## src/rtl/cpu_ctrl_pkg.sv

```systemverilog
// Shared encodings for the multi-cycle control unit: opcodes, FSM states,
// datapath select values and the bundled control-output record.
package cpu_ctrl_pkg;

  // Major opcodes (instruction[6:0]) that the core executes.
  localparam logic [6:0] OP_LD  = 7'd3;
  localparam logic [6:0] OP_SD  = 7'd35;
  localparam logic [6:0] OP_R   = 7'd51;
  localparam logic [6:0] OP_BEQ = 7'd99;
  localparam logic [6:0] OP_JAL = 7'd111;

  // Sequencer states, one instruction at a time.
  typedef enum logic [2:0] {
    S_FETCH  = 3'd0,
    S_DECODE = 3'd1,
    S_EXEC   = 3'd2,
    S_MEM    = 3'd3,
    S_WB     = 3'd4,
    S_TRAP   = 3'd5
  } state_e;

  // ALU operation select.
  typedef enum logic [1:0] {
    ALU_ADD   = 2'd0,
    ALU_SUB   = 2'd1,
    ALU_FUNCT = 2'd2
  } alu_op_e;

  // PC source select.
  typedef enum logic [1:0] {
    PC_PLUS4  = 2'd0,
    PC_TARGET = 2'd1
  } pc_src_e;

  // Register-file write-back source select.
  typedef enum logic [1:0] {
    WB_ALU  = 2'd0,
    WB_MEM  = 2'd1,
    WB_PC4  = 2'd2
  } wb_sel_e;

  // Opcode classification produced by ctrl_opdecode.
  typedef struct packed {
    logic is_load;
    logic is_store;
    logic is_rtype;
    logic is_branch;
    logic is_jal;
    logic is_legal;
  } op_class_t;

  // Every per-cycle datapath control, bundled so the whole set can be
  // cleared in one assignment.
  typedef struct packed {
    logic       mem_req;
    logic       mem_we;
    logic       mem_addr_sel;
    logic       ir_write;
    logic       pc_write;
    logic [1:0] pc_src;
    logic       alu_src_b;
    logic [1:0] alu_op;
    logic       reg_write;
    logic [1:0] wb_sel;
  } ctrl_out_t;

  // True for states that talk to memory; the request handshake lives here.
  function automatic logic is_mem_state(input state_e s);
    return (s == S_FETCH) || (s == S_MEM);
  endfunction

endpackage

```

## src/rtl/ctrl_opdecode.sv

```systemverilog
// Combinational opcode classifier: maps instruction[6:0] to class flags.
module ctrl_opdecode
  import cpu_ctrl_pkg::*;
(
  input  logic [6:0] opcode,
  output op_class_t  op_class
);

  // Decode the major opcode into one-hot class flags plus a legality bit.
  always_comb begin
    // NOTE: every field gets a default before the case so no path leaves a
    // bit unassigned; a missing default here would infer a latch.
    op_class = '0;
    case (opcode)
      OP_LD:   op_class.is_load   = 1'b1;
      OP_SD:   op_class.is_store  = 1'b1;
      OP_R:    op_class.is_rtype  = 1'b1;
      OP_BEQ:  op_class.is_branch = 1'b1;
      OP_JAL:  op_class.is_jal    = 1'b1;
      default: op_class = '0;
    endcase
    op_class.is_legal = op_class.is_load | op_class.is_store |
                        op_class.is_rtype | op_class.is_branch |
                        op_class.is_jal;
  end

endmodule

```

## src/rtl/multicycle_ctrl.sv

```systemverilog
// Multi-cycle control unit: sequences one instruction through FETCH,
// DECODE, EXEC, MEM and WB, driving datapath enables and the memory
// request handshake. Unknown opcodes park the unit in TRAP until reset.
module multicycle_ctrl
  import cpu_ctrl_pkg::*;
(
  input  logic        clk,
  input  logic        rst,
  input  logic [31:0] instruction,
  input  logic        mem_ready,
  input  logic        alu_zero,
  output logic        mem_req,
  output logic        mem_we,
  output logic        mem_addr_sel,
  output logic        ir_write,
  output logic        pc_write,
  output logic [1:0]  pc_src,
  output logic        alu_src_b,
  output logic [1:0]  alu_op,
  output logic        reg_write,
  output logic [1:0]  wb_sel,
  output logic        illegal,
  output logic [63:0] instret
);

  state_e      state_q, state_d;
  logic [63:0] instret_q, instret_d;
  logic        illegal_q, illegal_d;
  logic        retire;
  op_class_t   op_class;
  ctrl_out_t   ctrl, ctrl_gated;

  // Only the opcode field is decoded here; the rest of the IR feeds immgen
  // and the register file directly.
  logic unused_instr_bits;
  assign unused_instr_bits = ^instruction[31:7];

  ctrl_opdecode u_opdecode (
    .opcode   (instruction[6:0]),
    .op_class (op_class)
  );

  // Next-state, retire and control decode from the current state and opcode.
  always_comb begin
    state_d = state_q;
    retire  = 1'b0;
    ctrl    = '0;
    case (state_q)
      S_FETCH: begin
        // Request stays up with stable qualifiers until memory answers.
        ctrl.mem_req      = 1'b1;
        ctrl.mem_addr_sel = 1'b0;
        if (mem_ready) begin
          ctrl.ir_write = 1'b1;
          ctrl.pc_write = 1'b1;
          ctrl.pc_src   = PC_PLUS4;
          state_d       = S_DECODE;
        end
      end

      S_DECODE: begin
        // No enables: immgen owns this cycle to register the immediate.
        state_d = op_class.is_legal ? S_EXEC : S_TRAP;
      end

      S_EXEC: begin
        if (op_class.is_load || op_class.is_store) begin
          ctrl.alu_src_b = 1'b1;
          ctrl.alu_op    = ALU_ADD;
          state_d        = S_MEM;
        end else if (op_class.is_rtype) begin
          ctrl.alu_src_b = 1'b0;
          ctrl.alu_op    = ALU_FUNCT;
          state_d        = S_WB;
        end else if (op_class.is_branch) begin
          ctrl.alu_op   = ALU_SUB;
          ctrl.pc_src   = PC_TARGET;
          ctrl.pc_write = alu_zero;
          state_d       = S_FETCH;
          retire        = 1'b1;
        end else if (op_class.is_jal) begin
          ctrl.reg_write = 1'b1;
          ctrl.wb_sel    = WB_PC4;
          ctrl.pc_write  = 1'b1;
          ctrl.pc_src    = PC_TARGET;
          state_d        = S_FETCH;
          retire         = 1'b1;
        end else begin
          // IR cannot change outside FETCH, so this is unreachable; trap
          // rather than run an unclassified instruction.
          state_d = S_TRAP;
        end
      end

      S_MEM: begin
        ctrl.mem_req      = 1'b1;
        ctrl.mem_addr_sel = 1'b1;
        ctrl.mem_we       = op_class.is_store;
        if (mem_ready) begin
          if (op_class.is_store) begin
            state_d = S_FETCH;
            retire  = 1'b1;
          end else begin
            state_d = S_WB;
          end
        end
      end

      S_WB: begin
        ctrl.reg_write = 1'b1;
        ctrl.wb_sel    = op_class.is_load ? WB_MEM : WB_ALU;
        state_d        = S_FETCH;
        retire         = 1'b1;
      end

      S_TRAP: begin
        // Terminal: every enable stays low until reset.
        state_d = S_TRAP;
      end

      default: begin
        state_d = S_FETCH;
      end
    endcase

    instret_d = instret_q + 64'(retire);
    illegal_d = illegal_q | (state_d == S_TRAP);
  end

  // Sequencer state, retired-instruction counter and sticky trap flag.
  always_ff @(posedge clk) begin
    // NOTE: sequential state uses non-blocking assignment so every flop
    // samples its pre-edge inputs regardless of statement order.
    if (rst) begin
      state_q   <= S_FETCH;
      instret_q <= '0;
      illegal_q <= 1'b0;
    end else begin
      state_q   <= state_d;
      instret_q <= instret_d;
      illegal_q <= illegal_d;
    end
  end

  // Reset silences every output in the reset cycle itself, which also
  // aborts any memory request in flight.
  assign ctrl_gated = rst ? '0 : ctrl;

  assign mem_req      = ctrl_gated.mem_req;
  assign mem_we       = ctrl_gated.mem_we;
  assign mem_addr_sel = ctrl_gated.mem_addr_sel;
  assign ir_write     = ctrl_gated.ir_write;
  assign pc_write     = ctrl_gated.pc_write;
  assign pc_src       = ctrl_gated.pc_src;
  assign alu_src_b    = ctrl_gated.alu_src_b;
  assign alu_op       = ctrl_gated.alu_op;
  assign reg_write    = ctrl_gated.reg_write;
  assign wb_sel       = ctrl_gated.wb_sel;
  assign illegal      = illegal_q & ~rst;
  assign instret      = rst ? 64'd0 : instret_q;

endmodule

```

## config.mk

```make
export PLATFORM = sky130hd
export DESIGN_NAME = multicycle_ctrl
export DESIGN_NICKNAME = d
export VERILOG_FILES = /design/src/rtl/cpu_ctrl_pkg.sv /design/src/rtl/ctrl_opdecode.sv /design/src/rtl/multicycle_ctrl.sv
export SDC_FILE = /design/constraint.sdc
export NUM_CORES = 1
export LEC_CHECK = 0
export CAP_MARGIN = 40
export CORE_AREA = 10 10 98 100
export CTS_BUF_LIST = sky130_fd_sc_hd__clkbuf_4 sky130_fd_sc_hd__clkbuf_8 sky130_fd_sc_hd__clkbuf_16
export DETAILED_ROUTE_END_ITERATION = 10
export DIE_AREA = 0 0 108 110
export PLACE_DENSITY = 0.85
export SYNTH_ARGS = -nofsm -noshare
export SYNTH_HDL_FRONTEND = slang
export SYNTH_SLANG_ARGS = --single-unit
```

## constraint.sdc

```tcl
create_clock -name clk -period 6.7 [get_ports clk]
set_input_delay 1.34 -clock clk [delete_from_list [all_inputs] [get_ports clk]]
set_output_delay 1.34 -clock clk [all_outputs]
set_load 0.02 [all_outputs]
```

Yosys cells after proc, flatten, opt, wreduce, memory -nomap -nowiden
Cells that the tools add are included.
Operators by class
  bitwise logic cells: 7
  equality and inequality tests: 11
  add/subtract/negate cells: 1
  multiplexer cells: 43
  reductions and logical operators: 3
Operators by type and width (count)
  $add 64x1->64: 1
  $mux 64: 1
  $mux 3: 18
  $mux 1: 17
  $pmux 3 s5: 1
  $eq 7x6->1 const B: 2
  $eq 7x7->1 const B: 2
  $mux 13: 1
  $pmux 3 s2: 2
  $eq 3x3->1 const B: 3
  $eq 7x2->1 const B: 1
  $eq 3x2->1 const B: 2
  $or 1x1->1: 5
  $mux 4: 1
  $eq 3x1->1 const B: 1
  $logic_not 3->1: 1
  $pmux 1 s3: 1
  $mux 2: 1
  $reduce_or 2->1: 1
  $and 1x1->1: 1
  $logic_or 1x1->1: 1
  $not 1->1: 1
Storage, ports and cells
  flip-flop bits (word level): 68
  input port bits: 36
  logic and storage cells: 68

Depth between registers and ports, before layout
  depth in word-level cells: 10
  gate-level depth with buffers: 13
  depth with buffers taken out: 11

Cells and area by module
Synthesis repeated with hierarchy kept, for this count alone.
Unflattened totals
  cell total of the unflattened synthesis: 488
  area, all modules: 3782.4 um^2
By module, submodules not included
  multicycle_ctrl: cells an instance 472, seq. area each 1361.3 um^2, instances 1, area each 3692.3 um^2
  ctrl_opdecode: cells an instance 16, seq. area each 0.0 um^2, instances 1, area each 90.1 um^2

Least setup slack after synthesis
No wires, ideal clock.
  path type: in2out
  start: in rst
  end: out pc_write
  data required time: 5.360 ns
  arrival time: 2.939 ns
  slack: 2.421 ns
  stages on the path: 4
  buffers on the path: 1
  path through: clkbuf_1 or2_2 nor4b_1 or2_2
On the way
  longest elaborated chain between the ends: 1
Ends and longest elaborated chain
  from (decl): RTL line multicycle_ctrl.sv:8  | input logic rst,
  $mux 13: RTL line multicycle_ctrl.sv:147  | assign ctrl_gated = rst ? '0 : ctrl;
  to (decl): RTL line multicycle_ctrl.sv:16  | output logic pc_write,
No other way between the ends.

Final worst setup path
  start: in instruction[3]
  end: reg instret_q[42]
On the way
  longest elaborated chain between the ends: 8
  elaborated cells between the ends (all ways): 19
  those cells by class: 1 x add/sub; 5 x eq/ne; 12 x mux; 1 x reduce/logical
Ends and longest elaborated chain
  from (decl): RTL line multicycle_ctrl.sv:9  | input logic [31:0] instruction,
  $eq 7x7->1: RTL line ctrl_opdecode.sv:14  | case (opcode)
  $mux 1: RTL line ctrl_opdecode.sv:14
  $mux 1: RTL line multicycle_ctrl.sv:81  | end else if (op_class.is_jal) begin
  $mux 1: RTL line multicycle_ctrl.sv:75  | end else if (op_class.is_branch) begin
  $mux 1: RTL line multicycle_ctrl.sv:71  | end else if (op_class.is_rtype) begin
  $mux 1: RTL line multicycle_ctrl.sv:67  | if (op_class.is_load || op_class.is_store) begin
  $pmux 1 s3 (*): RTL line multicycle_ctrl.sv:48  | case (state_q)
  $add 64x1->64 (*): RTL line multicycle_ctrl.sv:126  | instret_d = instret_q + 64'(retire);
  to (signal assigned): RTL line multicycle_ctrl.sv:140  | instret_q <= instret_d;
  to (decl): RTL line multicycle_ctrl.sv:27  | logic [63:0] instret_q, instret_d;
Every way passes the cells marked *; elsewhere a longest branch is shown, timed or not.
A chain may end at the register's enable or synchronous reset.

==> impl_metrics.csv <==
group,metric,value,unit
critical_path,cp_max_fo,13,
logic_synthesis,number_of_enable_flip_flop_cells_after_synthesis,0,
logic_synthesis,post_synth_main_area_contributors,"sky130_fd_sc_hd__dfxtp_1, sky130_fd_sc_hd__nor2b_1, sky130_fd_sc_hd__nor2_1",
critical_path,worst_setup_path_start_kind,"primary input",
sta,maxClockFrequency,0.203,GHz
clock_network,htree_num_levels,3,
placed_design,buffer_ports.inserted,87,
sta,finalHoldViolCount,0,
job,max-cap-violations,0,
logic_synthesis,post_synthesis_compound_gate_area_fraction,10.7,%
critical_path,reg2reg_depth,10,
logic_synthesis,synthMuxAreaShare,0.861,%
power_and_ir_drop,p_int,0.596,mW
logic_synthesis,synthesis.nets,541,
power_and_ir_drop,share_seq_of_total_power,52.7,%
critical_path,critical-path-slowest-cell,"sky130_fd_sc_hd__or3_1",
logic_synthesis,synthSimpleGateAreaFrac,42.3,%
clock_network,maximum_clock_insertion_buffer_count,2,
global_route,grt_antenna_before_repair,0,
layout,finish.instance_area,5000,um2
logic_synthesis,synth_seq_cells,68,
critical_path,r2r_setup_slack,3210,ps
global_route,grt_pass1_vias,3634,
sta,final_min_period_over_clock_period,73.4,%
min_path,timing.hold.worst.class,"reg2reg",
critical_path,worstPathCellList,"clkdlybuf4s50_1 -> or2_2 -> a211oi_1 -> a21boi_0 -> o22ai_1 -> ha_1 -> ha_1 -> and2_0 -> and3_1 -> nand4_1 -> or3_1 -> a21oi_1",
critical_path,max_stage_delay,510,ps
detailed_routing,remaining_drc_errors,0,
critical_path,crit_cells,12,
detailed_routing,wl_per_cell,15.2,um
floorplan,fp-row-count,32,
critical_path,crit_required,6970,ps
logic_synthesis,post_synth_xor_xnor_area,7.14,%
sta,setup_viol_count_final,0,
critical_path,timing.critical_path.to_type,"register",
detailed_routing,drt_first_iter_violations,180,
clock_network,clk_pin_slew,70,ps
logic_synthesis,synth.cell_area,3920,um2
clock_network,clock_tree_root_driver_cell,"sky130_fd_sc_hd__clkbuf_8",
layout,number_of_antenna_repair_diodes,0,
layout,layoutNonFillerInstCount,683,
power_and_ir_drop,p_leak,1.61,nW
power_and_ir_drop,power_frac_clock,39.1,%
detailed_routing,detail_route.vias_per_cell,5.71,
critical_path,timing_worst_setup_path_type,"in2reg",
clock_network,cts.sinks,68,
detailed_routing,drt_first_pass_iters,4,
sta,max_slew_margin,47.2,%
critical_path,timing.critical_path.max_delay_family,"simple AND/OR/NAND/NOR gates",
sta,finClkSkew,7.43,ps
logic_synthesis,post_synth_fa_ha_maj_area_fraction,0.638,%
critical_path,terminus_of_the_critical_flop_to_flop_path,"instret_q[42]$_SDFF_PP0_",
power_and_ir_drop,power.switching_fraction,24.7,%
logic_synthesis,synth_seq_area_share,34.7,%
detailed_routing,route.final.wire_length,10.4,mm
floorplan,die_area,11900,um2
logic_synthesis,synth_largest_area_cell,"sky130_fd_sc_hd__dfxtp_1",
clock_network,tritoncts,"built",
placed_design,post_dp_cell_area,4820,um2
global_route,gr-total-overflow,0,
clock_network,clock_insertion_delay_worst_skew,340,ps
critical_path,rr_startpoint,"state_q[1]$_SDFF_PP0_",
critical_path,worst_ep_arrival_time,5180,ps
sta,tightest_slew,793,ps
run_status,outcome,"finished, final reports clean",
power_and_ir_drop,power,0.791,mW
floorplan,pin_count,114,
placed_design,globalplace.congestion,0.856,
detailed_routing,detail-route-antenna-nets,0,
sta,min_period,4920,ps
global_route,grt_use_total,17.2,%
placed_design,place.detailed.hpwl,7.48,mm
power_and_ir_drop,power.net_switching,0.195,mW
logic_synthesis,asyncSetResetFlopFracSynth,0,%
critical_path,dominant_cell_type_by_count_on_the_critical_path,"sky130_fd_sc_hd__ha_1",
power_and_ir_drop,portion_of_total_power_attributed_to_combinational_logic,8.2,%
floorplan,coreArea,7650,um2
clock_network,post_cts_hold_buffer_count,0,
global_route,global_route_wire_length_before_repair,17.1,mm
clock_network,cts_made_buffers,9,
sta,final_layout_setup_total_negative_slack,0,ps
layout,synthToLayoutAreaGrowth,27.3,%
detailed_routing,total_via_count_after_detailed_routing,3902,
floorplan,chipWidth,108,um
logic_synthesis,synth_top_family_by_area,"simple AND/OR/NAND/NOR gates",
sta,rsz_0062_raised_after_global_routing,"no",
logic_synthesis,yosys_warnings,0,
logic_synthesis,syn_avg_cell_area,7.80,um2
global_route,grt_start_max_net_pins,84,
sta,drv_slew,0,
logic_synthesis,yosysUniqueCellTypes,54,
clock_network,post_cts.resized_instances,0,
floorplan,die_height,110,um
power_and_ir_drop,worst_ir_drop_vdd,0.0972,mV
power_and_ir_drop,powerDensity,158,nW/um2
placed_design,place.detailed.instances,668,
critical_path,worst_setup_path_startpoint,"instruction[3]",
critical_path,path_buf_inv,1,
logic_synthesis,dominantRegCellSynth,"sky130_fd_sc_hd__dfxtp_1",
layout,drive_above_1_share,5.34,%
logic_synthesis,post_synth_inst_count,503,
floorplan,initial_utilization,51.3,%
critical_path,cp-endpoint,"instret_q[42]$_SDFF_PP0_",
clock_network,postCtsSetupRepairBufs,0,
layout,final_layout_net_count,615,
logic_synthesis,synth_largest_type_area_fraction,34.7,%
[per-stage QoR]
stage                     setup slack (ps)  utilization, %  hold WS, ps
after global placement                1570            63.0          471
after global routing                  1440            65.3          538
after detailed placement              1450            63.0          480
after CTS                             1780            65.3          494
final                                 1780            65.3          494
after floorplan                       2420               -          447
[cells in the mapped netlist, types with 10 or more instances]
| master | count |
|---|---|
| sky130_fd_sc_hd__xnor2_1 | 18 |
| sky130_fd_sc_hd__o31ai_1 | 10 |
| sky130_fd_sc_hd__nand2_1 | 34 |
| sky130_fd_sc_hd__o21ai_0 | 20 |
| sky130_fd_sc_hd__or3_1 | 23 |
| sky130_fd_sc_hd__clkbuf_1 | 20 |
| sky130_fd_sc_hd__dfxtp_1 | 68 |
| sky130_fd_sc_hd__nand3_1 | 22 |
| sky130_fd_sc_hd__a21oi_1 | 33 |
| sky130_fd_sc_hd__nor2_1 | 53 |
| sky130_fd_sc_hd__xor2_1 | 14 |
| sky130_fd_sc_hd__nor3_1 | 13 |
| sky130_fd_sc_hd__and3_1 | 11 |
| sky130_fd_sc_hd__nor2b_1 | 66 |
| sky130_fd_sc_hd__nand4_1 | 16 |
[layout by cell type, fill, tap and decap left out, types with 2 or more instances in the layout]
cell and n:
sky130_fd_sc_hd__clkinv_2 2, sky130_fd_sc_hd__o21ai_0 20, sky130_fd_sc_hd__nor3_1 13, sky130_fd_sc_hd__nand2_1 34, sky130_fd_sc_hd__nand3_2 2, sky130_fd_sc_hd__and2_1 4
sky130_fd_sc_hd__clkdlybuf4s50_1 86, sky130_fd_sc_hd__nand2b_1 5, sky130_fd_sc_hd__mux2_2 2, sky130_fd_sc_hd__xor2_1 14, sky130_fd_sc_hd__inv_1 8, sky130_fd_sc_hd__and4_1 4
sky130_fd_sc_hd__clkbuf_8 11, sky130_fd_sc_hd__clkbuf_4 2, sky130_fd_sc_hd__or4_1 9, sky130_fd_sc_hd__or2_2 4, sky130_fd_sc_hd__dfxtp_1 68, sky130_fd_sc_hd__or3_1 23
sky130_fd_sc_hd__buf_4 2, sky130_fd_sc_hd__nand4_1 16, sky130_fd_sc_hd__and2_0 2, sky130_fd_sc_hd__nor4_1 9, sky130_fd_sc_hd__a211oi_1 2, sky130_fd_sc_hd__nor2b_1 66
sky130_fd_sc_hd__xnor2_1 18, sky130_fd_sc_hd__and3_1 11, sky130_fd_sc_hd__nor3b_1 2, sky130_fd_sc_hd__ha_1 2, sky130_fd_sc_hd__nor2_1 53, sky130_fd_sc_hd__nand3_1 22
sky130_fd_sc_hd__a21oi_1 33, sky130_fd_sc_hd__o31ai_1 10
[cells by family (layout without fill, tap and decap cells)]
logic type,after synthesis,count (layout)
other,1,1
DFF,68,68
muxes,3,3
xor gates and xnor gates,32,32
buffers and inverters,33,111
AOI/OAI and AO/OA,73,73
adders and majority gates,2,2
and+or+nand+nor,291,291
[power groups by stage]
stage | clock network, mW | registers [mW] | logic (mW)
global placement | 0 | 0.425 | 0.0632
floorplan | 0 | 0.420 | 0.0467
global route | 0.332 | 0.417 | 0.0717
finish | 0.309 | 0.416 | 0.0651
CTS | 0.313 | 0.416 | 0.0650
detailed placement | 0 | 0.425 | 0.0648
[per-layer routing]
metal	vias to the layer above	GRT usage [%]	part of all wire, %
met3	14	4.59	7.0
li1	1919	-	-
met1	1865	20.1	41
met5	-	0	0
met4	0	6.20	1.4
met2	104	29.8	50
[sequential cells by signal (all words and copies together) (netlist names)]
name,count
illegal_q,1
instret_q,64
state_q,3
[worst min path at each step]
stage	slack, ps	cells past startpoint	to	start
2_1_floorplan	450	2	instret_q[63]$_SDFF_PP0_	instret_q[63]$_SDFF_PP0_
6_report	490	2	instret_q[59]$_SDFF_PP0_	instret_q[59]$_SDFF_PP0_
3_3_place_gp	470	2	instret_q[63]$_SDFF_PP0_	instret_q[63]$_SDFF_PP0_
4_1_cts	490	2	instret_q[59]$_SDFF_PP0_	instret_q[59]$_SDFF_PP0_
3_5_place_dp	480	2	instret_q[59]$_SDFF_PP0_	instret_q[59]$_SDFF_PP0_
5_1_grt	540	2	instret_q[56]$_SDFF_PP0_	instret_q[56]$_SDFF_PP0_
[tightest hold or removal path: cells and delay by family, from the launching register on]
kind               cells  cell delay (ps)
AOI/OAI and AO/OA      2              120
DFF                    1              330
[cell type report]
| cell class | count | area (um2) |
|---|---|---|
| repair buffers | 88 | 876 |
| multi-input cells | 402 | 2420 |
| fillers | 630 | 2650 |
| inverters | 8 | 30.0 |
| clock inverters | 2 | 10.0 |
| clock buffers | 13 | 166 |
| well taps | 102 | 128 |
| flip-flops and latches | 68 | 1360 |
Note: power is estimated with default switching activity, not from simulation.
